**config.mk**
```make
export PLATFORM = sky130hd
export DESIGN_NAME = spi_slave_param
export DESIGN_NICKNAME = d
export VERILOG_FILES = /design/src/rtl/spi_slave_param.sv
export SDC_FILE = /design/constraint.sdc
export NUM_CORES = 1
export LEC_CHECK = 0
export ABC_CLOCK_PERIOD_IN_PS = 3700
export CAP_MARGIN = 10
export CORE_ASPECT_RATIO = 1.25
export CORE_MARGIN = 2
export CORE_UTILIZATION = 59
export DETAILED_ROUTE_END_ITERATION = 6
export MAX_ROUTING_LAYER = met4
export PLACE_DENSITY = 0.91
export SETUP_SLACK_MARGIN = 0.1
export SLEW_MARGIN = 15
export SYNTH_ARGS = -nofsm -noshare
export SYNTH_HDL_FRONTEND = slang
export SYNTH_SLANG_ARGS = --single-unit
```
**constraint.sdc**
```tcl
create_clock -name clk -period 3.7 [get_ports clk]
set_input_delay 0.37 -clock clk [delete_from_list [all_inputs] [get_ports clk]]
set_output_delay 0.37 -clock clk [all_outputs]
set_load 0.02 [all_outputs]
```
**src/rtl/spi_slave_param.sv**
```systemverilog
// SPI slave, all CPOL/CPHA modes, runtime bit order, oversampled in clk.
// Ports: clk/rst/ena, spi_clk/spi_ss/spi_in/spi_out pins, mode pins,
// tx_data/tx_we/tx_ready/tx_underrun, rx_data/rx_valid/frame_err.
module spi_slave_param #(
  parameter int WIDTH       = 8,
  parameter int SYNC_STAGES = 2
) (
  input  logic             clk,
  input  logic             rst,
  input  logic             ena,
  input  logic             spi_clk,
  input  logic             spi_ss,
  input  logic             spi_in,
  output logic             spi_out,
  input  logic             spi_clk_polarity,
  input  logic             spi_clk_phase,
  input  logic             spi_lsb_first,
  input  logic [WIDTH-1:0] tx_data,
  input  logic             tx_we,
  output logic             tx_ready,
  output logic             tx_underrun,
  output logic [WIDTH-1:0] rx_data,
  output logic             rx_valid,
  output logic             frame_err
);

  localparam int CW = $clog2(WIDTH);

  typedef enum logic {IDLE, ACTIVE} state_t;

  state_t                 state;
  logic [SYNC_STAGES-1:0] clk_sync;
  logic [SYNC_STAGES-1:0] ss_sync;
  logic [SYNC_STAGES-1:0] in_sync;
  logic                   clk_d;
  logic                   ss_d;
  logic                   cpol;
  logic                   cpha;
  logic                   lsb;
  logic [CW-1:0]          cnt;
  logic [WIDTH-1:0]       rx_sh;
  logic [WIDTH-1:0]       tx_sh;
  logic [WIDTH-1:0]       hold;
  logic                   reload;
  logic                   rx_pend;

  logic             clk_s;
  logic             ss_s;
  logic             in_s;
  logic             lead;
  logic             trail;
  logic             smp;
  logic             shf;
  logic             ss_fall;
  logic             ss_rise;
  logic             load;
  logic [WIDTH-1:0] load_word;

  assign clk_s = clk_sync[SYNC_STAGES-1];
  assign ss_s  = ss_sync[SYNC_STAGES-1];
  assign in_s  = in_sync[SYNC_STAGES-1];

  // Synchronisers keep running under ena=0 so a stalled cycle
  // drops an edge instead of replaying it later.
  always_ff @(posedge clk) begin
    if (rst) begin
      clk_sync <= '0;
      ss_sync  <= '0;
      in_sync  <= '0;
      clk_d    <= 1'b0;
      ss_d     <= 1'b0;
    end else begin
      clk_sync <= {clk_sync[SYNC_STAGES-2:0], spi_clk};
      ss_sync  <= {ss_sync[SYNC_STAGES-2:0], spi_ss};
      in_sync  <= {in_sync[SYNC_STAGES-2:0], spi_in};
      clk_d    <= clk_s;
      ss_d     <= ss_s;
    end
  end

  assign lead    = (clk_d == cpol) && (clk_s != cpol);
  assign trail   = (clk_d != cpol) && (clk_s == cpol);
  assign smp     = cpha ? trail : lead;
  assign shf     = cpha ? lead : trail;
  assign ss_fall = ss_d && !ss_s;
  assign ss_rise = !ss_d && ss_s;

  // A word load happens at frame start or on the first shift edge
  // after a completed word.
  assign load = ena && ((state == IDLE) ? ss_fall
                                        : (!ss_rise && shf && reload));
  assign load_word = tx_ready ? '0 : hold;

  assign spi_out = (state == ACTIVE) &&
                   (lsb ? tx_sh[0] : tx_sh[WIDTH-1]);

  always_ff @(posedge clk) begin
    if (rst) begin
      state       <= IDLE;
      cpol        <= 1'b0;
      cpha        <= 1'b0;
      lsb         <= 1'b0;
      cnt         <= '0;
      rx_sh       <= '0;
      tx_sh       <= '0;
      hold        <= '0;
      reload      <= 1'b0;
      rx_pend     <= 1'b0;
      tx_ready    <= 1'b1;
      tx_underrun <= 1'b0;
      rx_data     <= '0;
      rx_valid    <= 1'b0;
      frame_err   <= 1'b0;
    end else begin
      rx_valid    <= 1'b0;
      frame_err   <= 1'b0;
      tx_underrun <= 1'b0;
      if (ena) begin
        if (load) tx_underrun <= tx_ready;
        // A write in the same cycle as a load lands after the load.
        if (tx_we && (tx_ready || load)) begin
          hold     <= tx_data;
          tx_ready <= 1'b0;
        end else if (load) begin
          tx_ready <= 1'b1;
        end

        rx_pend <= 1'b0;
        if (rx_pend) begin
          rx_data  <= rx_sh;
          rx_valid <= 1'b1;
        end

        unique case (state)
          IDLE: begin
            cnt    <= '0;
            rx_sh  <= '0;
            reload <= 1'b0;
            if (ss_fall) begin
              state <= ACTIVE;
              cpol  <= spi_clk_polarity;
              cpha  <= spi_clk_phase;
              lsb   <= spi_lsb_first;
              tx_sh <= load_word;
            end
          end
          ACTIVE: begin
            if (ss_rise) begin
              state     <= IDLE;
              frame_err <= (cnt != '0);
              reload    <= 1'b0;
              cnt       <= '0;
              rx_sh     <= '0;
            end else begin
              if (smp) begin
                rx_sh <= lsb ? {in_s, rx_sh[WIDTH-1:1]}
                             : {rx_sh[WIDTH-2:0], in_s};
                if (cnt == CW'(WIDTH - 1)) begin
                  cnt     <= '0;
                  reload  <= 1'b1;
                  rx_pend <= 1'b1;
                end else begin
                  cnt <= cnt + CW'(1);
                end
              end
              if (shf) begin
                if (reload) begin
                  tx_sh  <= load_word;
                  reload <= 1'b0;
                end else if (cnt != '0) begin
                  tx_sh <= lsb ? (tx_sh >> 1) : (tx_sh << 1);
                end
              end
            end
          end
          default: state <= IDLE;
        endcase
      end
    end
  end

endmodule
```
==> results of run 1 <==
==> cells by family after synthesis <==
kind of cell             Yosys count  share of synthesized area, %
AND/OR/NAND/NOR                   96                          21.1
AO/OA/AOI/OAI                     67                          18.0
buffers and inverters             34                          5.32
flip-flops                        53                          43.0
XOR/XNOR                           1                         0.659
multiplexers                      23                          9.94
adder cells (fa/ha/maj)            4                          1.93
==> final timing paths <==
check / startpoint / slack (ns) / cells past startpoint / end
worst max register to register: state$_SDFFE_PP0P_ / 1.75 / 4 / tx_sh[6]$_SDFFE_PP0P_
worst max-delay path: ena / 1.67 / 6 / hold[6]$_SDFFE_PP0P_
worst min-delay path: ss_sync[0]$_SDFF_PP0_ / 0.45 / 1 / ss_sync[1]$_SDFF_PP0_
worst min register to register: ss_sync[0]$_SDFF_PP0_ / 0.45 / 1 / ss_sync[1]$_SDFF_PP0_
==> per-stage QoR <==
step | hold slack [ns] | total power (µW) | util, % | setup slack (ns) | instance area [µm²]
finish | 0.447 | 1010 | 70.6 | 1.67 | 2870
global route | 0.457 | 1050 | 70.6 | 1.54 | 2870
CTS | 0.453 | 1010 | 70.6 | 1.61 | 2870
detailed placement | 0.432 | 693 | 68.4 | 1.36 | 2780
global placement | 0.418 | 690 | 68.4 | 1.40 | 2780
floorplan | 0.414 | 661 | - | 2.07 | 2470
==> state kept, by name, indices dropped and copies added, names as in the netlist <==
signal / cells
ss_d: 1
frame_err: 1
rx_data: 8
in_sync: 2
tx_ready: 1
cnt: 3
reload: 1
ss_sync: 2
clk_sync: 2
state: 1
tx_sh: 8
hold: 8
rx_pend: 1
lsb: 1
cpol: 1
cpha: 1
clk_d: 1
rx_valid: 1
rx_sh: 8
tx_underrun: 1
==> placed cells by master (no fill, tap or decap), drive strengths merged, types with 2 or more instances in the layout <==
master / netlist / routed
dfxtp: 53 / 53
a21oi: 30 / 30
clkdlybuf4s50: 0 / 29
nand2b: 20 / 20
nor2: 18 / 18
nor2b: 16 / 16
nand2: 15 / 15
mux2i: 14 / 14
inv: 13 / 14
nand4: 11 / 11
o211ai: 10 / 10
mux2: 9 / 9
a221oi: 8 / 8
nand3: 8 / 8
o22ai: 6 / 6
clkbuf: 16 / 5
o21ai: 5 / 5
buf: 5 / 5
nor3b: 3 / 3
ha: 3 / 3
a2111oi: 2 / 2
nand4b: 2 / 2
==> cells in the mapped netlist <==
cell       instances
nand2_1           15
o31ai_4            1
o2111ai_2          1
ha_1               3
maj3_1             1
a31oi_1            1
o21ai_0            5
nor4_1             1
nand4b_1           2
o22ai_1            6
nand4_1           11
o211ai_1          10
nand3b_1           1
mux2_2             8
nand2b_1          20
nand3_1            8
a41oi_1            1
xnor2_2            1
o211a_1            1
nor2b_1           16
a21oi_1           30
a2111oi_0          2
buf_2              3
clkbuf_1          16
inv_1             13
o21bai_1           1
nor2_1            18
a221oi_1           8
mux2_4             1
buf_1              2
dfxtp_1           53
nor4bb_1           1
mux2i_1           14
nor3b_1            3
==> metal layers <==
layer | vias to the layer above | part of all wire [%] | global-route usage (%)
met2 | 66 | 50 | 37.4
met3 | 9 | 4.4 | 5.94
met5 | - | 0 | -
met4 | 0 | 2.1 | 9.36
li1 | 1025 | - | -
met1 | 923 | 43 | 28.7
==> final cells by class <==
class	instances	area (µm²)	area share, %
clock inverters	3	21.3	0.741
inverters	13	48.8	1.70
flip-flops and latches	53	1060	37.0
clock buffers	5	68.8	2.40
multi-input cells	191	1270	44.4
well taps	56	70.1	2.44
repair buffers	34	325	11.3
==> power groups by stage <==
stage / clock network, µW / logic, µW / registers (µW)
6_report: 326 / 87.8 / 592
5_1_grt: 355 / 96.6 / 594
4_1_cts: 332 / 87.5 / 592
3_5_place_dp: 0 / 87.1 / 605
3_3_place_gp: 0 / 85.2 / 605
2_1_floorplan: 0 / 58.3 / 602
==> results.json, run 1 <==
{
  "hold_class": "flip-flop to flip-flop",
  "stdcell_count": 355,
  "post-place-cells": 347,
  "slowest_delay_ns": 0.48,
  "vias": 2023,
  "initial_core_util_pct": 60.7,
  "cts_resized": 0,
  "synth.distinct_cells": 34,
  "routed_wl_um": 4920,
  "syn_nets": 299,
  "core_um2": 4070,
  "worstMarginPinSlew_ns": 0.960,
  "p_switching_uw": 247,
  "synth_top_area_share_pct": 43.0,
  "worstSetupEndpointType": "flip-flop",
  "htreeDepth": 2,
  "cts_setup_buffers": 0,
  "start_kind": "input port",
  "drtIter0Drc": 82,
  "swShare_pct": 24.6,
  "rsz0062_at_grt": "no",
  "yosysSeqAreaShare_pct": 43.0,
  "path_cells": "clkdlybuf4s50_1, buf_4, nand4b_1, mux2_4, o31ai_4, mux2i_1",
  "antenna_found_initial": 0,
  "viasPerCell": 5.70,
  "synth_area_leaders": "dfxtp_1, a21oi_1, mux2i_1",
  "ir_drop_v": 0.000275,
  "power.density_nw_per_um2": 351,
  "fin_tns_setup_ns": 0,
  "die-area_um2": 4720,
  "cts-root-buf": "clkbuf_8",
  "skew_ns": 0.00843,
  "fillers": 310,
  "portBuffers": 30,
  "syn_inst": 278,
  "pwr-share-clk_pct": 32.4,
  "synth-seq-cells": 53,
  "power_frac_comb_pct": 8.7,
  "wl_per_cell_um": 13.9,
  "grt_usage_pct": 23.9,
  "period_minus_slack_ns": 2.03,
  "dr.pass1.iters": 4,
  "setup_viol": 0,
  "cts_tree": "built",
  "grt_pass1_vias": 1932,
  "max_freq_mhz": 493,
  "cp_slowest_cell": "o31ai_4",
  "gr-total-overflow": 0,
  "p_int_uw": 759,
  "cp.arrival_ns": 2.27,
  "drc": 0,
  "leakagePower_uw": 0.000963,
  "io_pins": 31,
  "area_growth_pct": 16.3,
  "postCtsHoldBufs": 0,
  "cap_viol_max_count": 0,
  "crit_type": "input port to flip-flop",
  "syn_avg_cell_area_um2": 8.88,
  "routabilityCongestion": 0.858,
  "antenna_cells": 0,
  "clock_sinks": 53,
  "num_rows": 26,
  "status": "completed",
  "nNetsFinal": 319,
  "ys.warnings.count": 0,
  "die_h_um": 76.3,
  "grt_pass1_wl_um": 8480,
  "netlist_area_um2": 2470,
  "cts.path.max_buffers": 2,
  "critPathTopFamily": "buffers and inverters",
  "finalCritPeriodShare_pct": 54.8,
  "die_w_um": 61.8,
  "grt_max_degree": 62,
  "p_seq_share_pct": 58.8,
  "dpl.hpwl_um": 3350,
  "max_slew_margin_pct": 36.0,
  "insertion_delay_ns": 0.31,
  "crit_path_max_fanout": 32,
  "path_buf_inv": 2,
  "layout-drive-gt1-share_pct": 8.36,
  "hold_viol": 0,
  "synth_top_area_cell": "dfxtp_1",
  "slew_viol_final": 0,
  "clk_pin_slew_ns": 0.09,
  "cts_buffers": 5,
  "ant_nets": 0,
  "worstPathRequired_ns": 3.94
}
No activity file was read; power rests on OpenSTA's default activity.
==> run 2, diff against run 1 <==
--- a/config.mk
+++ b/config.mk
@@ -5,14 +5,14 @@
 export SDC_FILE = /design/constraint.sdc
 export NUM_CORES = 1
 export LEC_CHECK = 0
-export ABC_CLOCK_PERIOD_IN_PS = 3700
+export ABC_CLOCK_PERIOD_IN_PS = 1870
 export CAP_MARGIN = 10
 export CORE_ASPECT_RATIO = 1.25
 export CORE_MARGIN = 2
-export CORE_UTILIZATION = 59
+export CORE_UTILIZATION = 55
 export DETAILED_ROUTE_END_ITERATION = 6
 export MAX_ROUTING_LAYER = met4
-export PLACE_DENSITY = 0.91
+export PLACE_DENSITY = 0.86
 export SETUP_SLACK_MARGIN = 0.1
 export SLEW_MARGIN = 15
 export SYNTH_ARGS = -nofsm -noshare
==> constraint.sdc (replaced) <==
create_clock -name clk -period 1.87 [get_ports clk]
set_input_delay 0.187 -clock clk [delete_from_list [all_inputs] [get_ports clk]]
set_output_delay 0.187 -clock clk [all_outputs]
set_load 0.02 [all_outputs]
==> run 2 against run 1 <==
  * Count of clock-buffer cells in the layout is 2 higher
  * Global-route usage is 1.6 points lower
  * Critical path depth is 2 lower
  * Via count is 1.3% higher
  * Wire length is 3.9% higher
  * Worst setup slack worse by 1.5 ns
  * Critical endpoint is now tx_sh[1]$_SDFFE_PP0P_
==> results.json, run 2 (synthesis gave the netlist of run 1 again) <==
{
  "crit_path_max_fanout": 8,
  "htreeDepth": 2,
  "antenna_cells": 0,
  "die_h_um": 78.9,
  "leakagePower_uw": 0.00101,
  "ant_nets": 0,
  "setup_ws_ns": 0.176,
  "hold_ws_ns": 0.320,
  "ir_drop_v": 0.000672,
  "area_growth_pct": 21.4,
  "worstMarginPinSlew_ns": 0.485,
  "grt_pass1_wl_um": 8710,
  "pre_cts_slack_ns": 0.0186,
  "cts.path.max_buffers": 2,
  "worstPathRequired_ns": 2.08,
  "cts_buffers": 5,
  "routed_wl_um": 5110,
  "post-route-util_pct": 68.7,
  "period_minus_slack_ns": 1.69,
  "finalCritPeriodShare_pct": 90.6,
  "final_cell_mix": "dfxtp_1, a21oi_1, clkdlybuf4s50_1",
  "portBuffers": 30,
  "worstSetupEndpointType": "flip-flop",
  "rrSetupSlack_ns": 0.18,
  "num_rows": 27,
  "wl_per_cell_um": 13.9,
  "routabilityCongestion": 0.890,
  "dr.pass1.iters": 4,
  "rsz0062_at_grt": "no",
  "layout_commonest_cell": "dfxtp_1",
  "vias": 2049,
  "slew_viol_final": 0,
  "max_freq_mhz": 590,
  "grt_max_degree": 35,
  "nNetsFinal": 329,
  "cap_viol_max_count": 0,
  "die_w_um": 63.9,
  "fillers": 336,
  "cp.arrival_ns": 1.91,
  "postCtsHoldBufs": 0,
  "initial_core_util_pct": 56.6,
  "hold_viol": 0,
  "clock_sinks": 53,
  "cts-root-buf": "clkbuf_8",
  "skew_ns": 0.00776,
  "drc": 0,
  "drtIter0Drc": 141,
  "antenna_found_initial": 0,
  "layout-drive-gt1-share_pct": 11.7,
  "grt_usage_pct": 22.2,
  "grt_pass1_vias": 1930,
  "start_kind": "flip-flop",
  "crit_type": "flip-flop to flip-flop",
  "hold_class": "input port to flip-flop",
  "fin_tns_setup_ns": 0,
  "core_um2": 4360,
  "io_pins": 31,
  "viasPerCell": 5.58,
  "insertion_delay_ns": 0.32,
  "power.density_nw_per_um2": 671,
  "status": "completed",
  "clk_pin_slew_ns": 0.09,
  "die-area_um2": 5040,
  "setup_viol": 0,
  "gr-total-overflow": 0,
  "dpl.hpwl_um": 3450,
  "max_slew_margin_pct": 67.7,
  "cts_tree": "built"
}
run 2: what timing repair did:
action | in CTS | in global routing
endpoints found under the setup margin | 10 | 8
hold endpoints to repair | 0 | 0
setup buffers | 0 | 0
pin swaps | 0 | 0
resized for setup | 4 | 3
gates cloned | 0 | 0
run 2: cell type report:
cell class                 instances  area (µm²)  share of cell area, %
clock buffer                       7        76.3                   2.55
clock inverter                     1        7.51                  0.251
inverter                          13        48.8                   1.63
multi-input combinational        191        1320                   43.9
sequential                        53        1060                   35.5
tap                               58        72.6                   2.42
timing repair buffer              44         412                   13.7
run 2: final timing paths:
kind                              start  cells past startpoint                     to
setup reg to reg      cpha$_SDFFE_PP0P_                      4  tx_sh[1]$_SDFFE_PP0P_
hold / removal                      rst                      2      cpha$_SDFFE_PP0P_
setup / recovery      cpha$_SDFFE_PP0P_                      4  tx_sh[1]$_SDFFE_PP0P_
hold reg to reg   ss_sync[0]$_SDFF_PP0_                      1  ss_sync[1]$_SDFF_PP0_
run 2: per-layer routing:
layer	up-vias	GRT usage, %	wire length (µm)
li1	1046	-	-
met1	940	26.4	2240
met2	58	36.3	2580
met3	5	4.82	208
met4	0	9.57	85
met5	-	-	0
run 2: power by group:
| group | switching (µW) | internal [µW] |
|---|---|---|
| logic | 96.8 | 97.9 |
| registers | 19.2 | 1150 |
| clock network | 377 | 266 |
| total | 493 | 1520 |
run 2: through the flow:
step / instance area (µm²) / power (µW) / std cells
after floorplan: 2470 / 1310 / 278
after global placement: 2870 / 1380 / 359
after detailed placement: 2870 / 1390 / 359
after CTS: 2970 / 2010 / 367
after global routing: 3000 / 2080 / 367
final: 3000 / 2010 / 367
run 2: critical path: stages, from the launching register on:
cell and delay (ns):
dfxtp_1 0.37, xnor2_4 0.29, mux2i_4 0.36, o2111ai_4 0.21
a221oi_1 0.36
==> patch 1: new RTL, flow settings as in run 2 <==
The parameter `WIDTH` goes from 8 to 16.
--- a/src/rtl/spi_slave_param.sv
+++ b/src/rtl/spi_slave_param.sv
@@ -2,7 +2,7 @@
 // Ports: clk/rst/ena, spi_clk/spi_ss/spi_in/spi_out pins, mode pins,
 // tx_data/tx_we/tx_ready/tx_underrun, rx_data/rx_valid/frame_err.
 module spi_slave_param #(
-  parameter int WIDTH       = 8,
+  parameter int WIDTH       = 16,
   parameter int SYNC_STAGES = 2
 ) (
   input  logic             clk,
Ports: changed (resized rx_data and tx_data); port bits go from 31 to 47. The function was not compared with the original's and may differ.
==> patch 1 against run 2 <==
- design area is 65% higher
- sequential cell count is 33 higher
- largest cell class unchanged
- total power is 72% higher
- setup slack worse by 0.10 ns
- wire length is 59% higher
- synthesized area is 65% higher
- count of clock-buffer cells in the layout is 2 higher
==> patch 1: results <==
set metrics [dict create \
    status "completed" \
    gp_congestion 0.9037 \
    grtUsageMet1 0.2376 \
    synth_compound_area_frac 0.09908 \
    hpwl_um 5658 \
    clock_latency_ns 0.36 \
    wl_met1_um 3315 \
    vdd_drop_max_uv 508.6 \
    synth_mux_area_frac 0.1902 \
    slowest_stage "dfxtp_2" \
    ys_top_cells_by_count "89 x nand2_1, 86 x dfxtp_1, 54 x a21oi_1" \
    hold_slack_ns 0.3604 \
    arrival_ns 2.08 \
    seq_share 0.3500 \
    clkbuf_count 9 \
    use_met3 0.03237 \
    syn_area_per_cell_um2 8.821 \
    viasPerCell 5.533 \
    ys_ff_latch 86 \
    multi_input_gates 332 \
    fillCellCount 561 \
    grt_pass1_wl_um 13930 \
    grt.total_usage 0.2233 \
    grt_pass1_vias 3203 \
    power.leakage_nw 1.840 \
    dp_cells 583 \
    synthAdderAreaFrac 0.006154 \
    async_flop_share 0 \
    clock_tree_area_fraction 0.04156 \
    dr_wl_met3_um 271 \
    drt_iter0_drc 135 \
    wire_per_inst_um 13.53 \
    skew_ns 0.009691 \
    slew-limit-headroom 0.6636 \
    grtUsageMet2 0.3865 \
    htree_levels 3 \
    r2r-start "cpol$_SDFFE_PP0P_" \
    r2r_end "hold[9]$_SDFFE_PP0P_" \
    path_max_fanout 16 \
    worstHoldStart "rst" \
    area_share_nonclk_buffers 0.1358 \
    seq_area_frac_synth 0.4234 \
    inverters 7 \
    p_switching_w 0.0008373 \
    route.met2.wl_um 4264 \
    yosysUniqueCellTypes 41 \
    n_all_buffers 66 \
    worst_path_dominant_cell_family "multiplexers" \
    antennaDiodeCount 0 \
    placed_area_um2 4715 \
    yosys-top-cells-area "dfxtp_1 42%, mux2_2 12%, nand2_1 8.2%" \
    layout-drive-gt1-share 0.2150 \
    multi_input_area_share 0.4440 \
    place_ws_ns -0.1026 \
    min_path_cells 3 \
    whs_endpoint "tx_sh[6]$_SDFFE_PP0P_" \
]
## patch 1: what timing repair did
action / CTS / global route
resized for setup: 4 / 2
pin swaps: 0 / 0
setup endpoints to repair: 33 / 32
## patch 1: worst max-delay path by stage
stage                       endpoint  slack [ns]
2_1_floorplan  hold[10]$_SDFFE_PP0P_       -0.03
6_report        hold[9]$_SDFFE_PP0P_        0.07
3_5_place_dp     cnt[0]$_SDFFE_PP0P_       -0.10
3_3_place_gp     cnt[0]$_SDFFE_PP0P_       0.003
4_1_cts                      spi_out       0.009
5_1_grt         hold[4]$_SDFFE_PP0P_        0.01
## patch 1: power by group through the flow
stage | clock [W] | combinational, W | sequential [W]
floorplan | 0 | 0.000146 | 0.00192
CTS | 0.00135 | 0.000253 | 0.00188
finish | 0.00133 | 0.000253 | 0.00188
global route | 0.00143 | 0.000277 | 0.00188
global placement | 0 | 0.000245 | 0.00192
detailed placement | 0 | 0.000251 | 0.00192
==> patch 2: new RTL, settings of run 2 <==
Without the edit above. Make the reset (`rst`) asynchronous in 2 clocked blocks.
--- a/src/rtl/spi_slave_param.sv
+++ b/src/rtl/spi_slave_param.sv
@@ -62,7 +62,7 @@
 
   // Synchronisers keep running under ena=0 so a stalled cycle
   // drops an edge instead of replaying it later.
-  always_ff @(posedge clk) begin
+  always_ff @(posedge clk or posedge rst) begin
     if (rst) begin
       clk_sync <= '0;
       ss_sync  <= '0;
@@ -94,7 +94,7 @@
   assign spi_out = (state == ACTIVE) &&
                    (lsb ? tx_sh[0] : tx_sh[WIDTH-1]);
 
-  always_ff @(posedge clk) begin
+  always_ff @(posedge clk or posedge rst) begin
     if (rst) begin
       state       <= IDLE;
       cpol        <= 1'b0;
Formal check against the unedited RTL: differs if rst is asserted again (counterexample within 4 cycles, from zero or initial values and one cycle with rst high); with rst held inactive, the same outputs for 10 cycles.
==> patch 2 against run 2 <==
- design area increased by 5.6%
- final cell count decreased by 12%
- clock skew is 0.0051 ns higher
- hold slack got worse by 0.090 ns
- sequential cell count did not move
- setup slack worse by 0.080 ns
- synthesized area up 6.8%
- global-route usage grew 0.11 points
- wire length rose by 3.9%
Power is not compared: it rests on default switching activity, and its combinational part moved more than twofold at a synthesized area within 25%.
==> patch 2: results <==
set metrics [dict create \
    htree_levels 2 \
    syn_area_per_cell_um2 11.66 \
    cts_setup_buffers 0 \
    finalMaxSlewViolations 0 \
    drtPass1Iterations 4 \
    cts_buffer_depth 2 \
    antennaDiodeCount 0 \
    placed_area_um2 3065 \
    yosys-top-cells-area "dfrtp_1 49%, mux2_4 8.5%, mux2i_1 6.5%" \
    power.leakage_nw 1.440 \
    highest_layer "met4" \
    io_buffers 30 \
    grtUsageMet1 0.2805 \
    slowest_stage "dfrtp_1" \
    wl_met1_um 2303 \
    use_met3 0.03878 \
    antenna_found_initial 0 \
    yosysUniqueCellTypes 33 \
    seq_area_frac_synth 0.5038 \
    hpwl_um 3684 \
    vias 1936 \
    yosys_warnings 0 \
    worst_path_dominant_cell_family "multiplexers" \
    route.met2.wl_um 2730 \
    dr_wl_met3_um 163 \
    final_cells 324 \
    async_flop_share 1.000 \
    tightest_slew_ns 0.6772 \
    grt_pass1_wl_um 8901 \
    grt.total_usage 0.2234 \
    drt_iter0_drc 168 \
    skew_ns 0.01283 \
    arrival_ns 1.97 \
    layout-drive-gt1-share 0.2045 \
    wirelength_um 5310 \
    total_power_w 0.002998 \
    ys_top_cells_by_count "52 x dfrtp_1, 19 x nand3_1, 17 x mux2i_1" \
    place_ws_ns 0.09539 \
    synth_nets 247 \
    path_max_fanout 8 \
    max_stage_delay_ns 0.41 \
    ys.flop_type "dfrtp_1" \
    vdd_drop_max_uv 683.9 \
    dp_cells 317 \
    grtUsageMet2 0.3556 \
    status "completed" \
    gp_congestion 0.8960 \
    final_nets 285 \
    worstHoldPathType "input pin to async pin" \
    clock_latency_ns 0.31 \
    grt_max_degree 24 \
]
## patch 2: cell types whose count changed after synthesis, sizes merged, moves of 10 or more
cell and delta:
dfrtp +52, nor2b -15, nand2 -10, dfxtp -53
nand3 +11, nand2b -16, mux2 +19, clkbuf -10
a21oi -27
## patch 2: kinds of logic after synthesis
logic type / after synthesis / share of synthesized area
xor+xnor: 1 / 0.006175
mux: 45 / 0.2056
buf+inv: 21 / 0.03704
flops: 53 / 0.5038
simple gates: 62 / 0.1292
fa+ha+maj: 3 / 0.01425
compound gates: 41 / 0.1040
## patch 2: what timing repair did
action                                  CTS  global route
hold endpoints to repair                  0             0
hold buffers                              0             0
endpoints found under the setup margin    6            11
resized for setup                         3             2
pin swaps                                 2             0
## patch 2: path summary, 6_finish.rpt
kind / startpoint / endpoint / slack (ns) / cells after the start
worst max-delay path: cpha$_DFFE_PP0P_ / tx_sh[7]$_DFFE_PP0P_ / 0.1 / 5
worst min-delay path: rst / hold[1]$_DFFE_PP0P_ / 0.23 / 2
worst max register to register: cpha$_DFFE_PP0P_ / tx_sh[7]$_DFFE_PP0P_ / 0.1 / 5
worst min register to register: clk_sync[0]$_DFF_PP0_ / clk_sync[1]$_DFF_PP0_ / 0.36 / 0
max in group asynchronous: rst / rx_sh[1]$_DFFE_PP0P_ / 1.11 / 3
min in group clk: spi_ss / ss_sync[0]$_DFF_PP0_ / 0.32 / 1
## patch 2: area by class of cell
type | instances | area (um2)
clock buffers | 7 | 86.33
fillers | 330 | 1495
inverters | 10 | 37.54
multi-input cells | 152 | 1220
flip-flops and latches | 53 | 1329
well taps | 60 | 75.07
repair buffers | 42 | 416.7
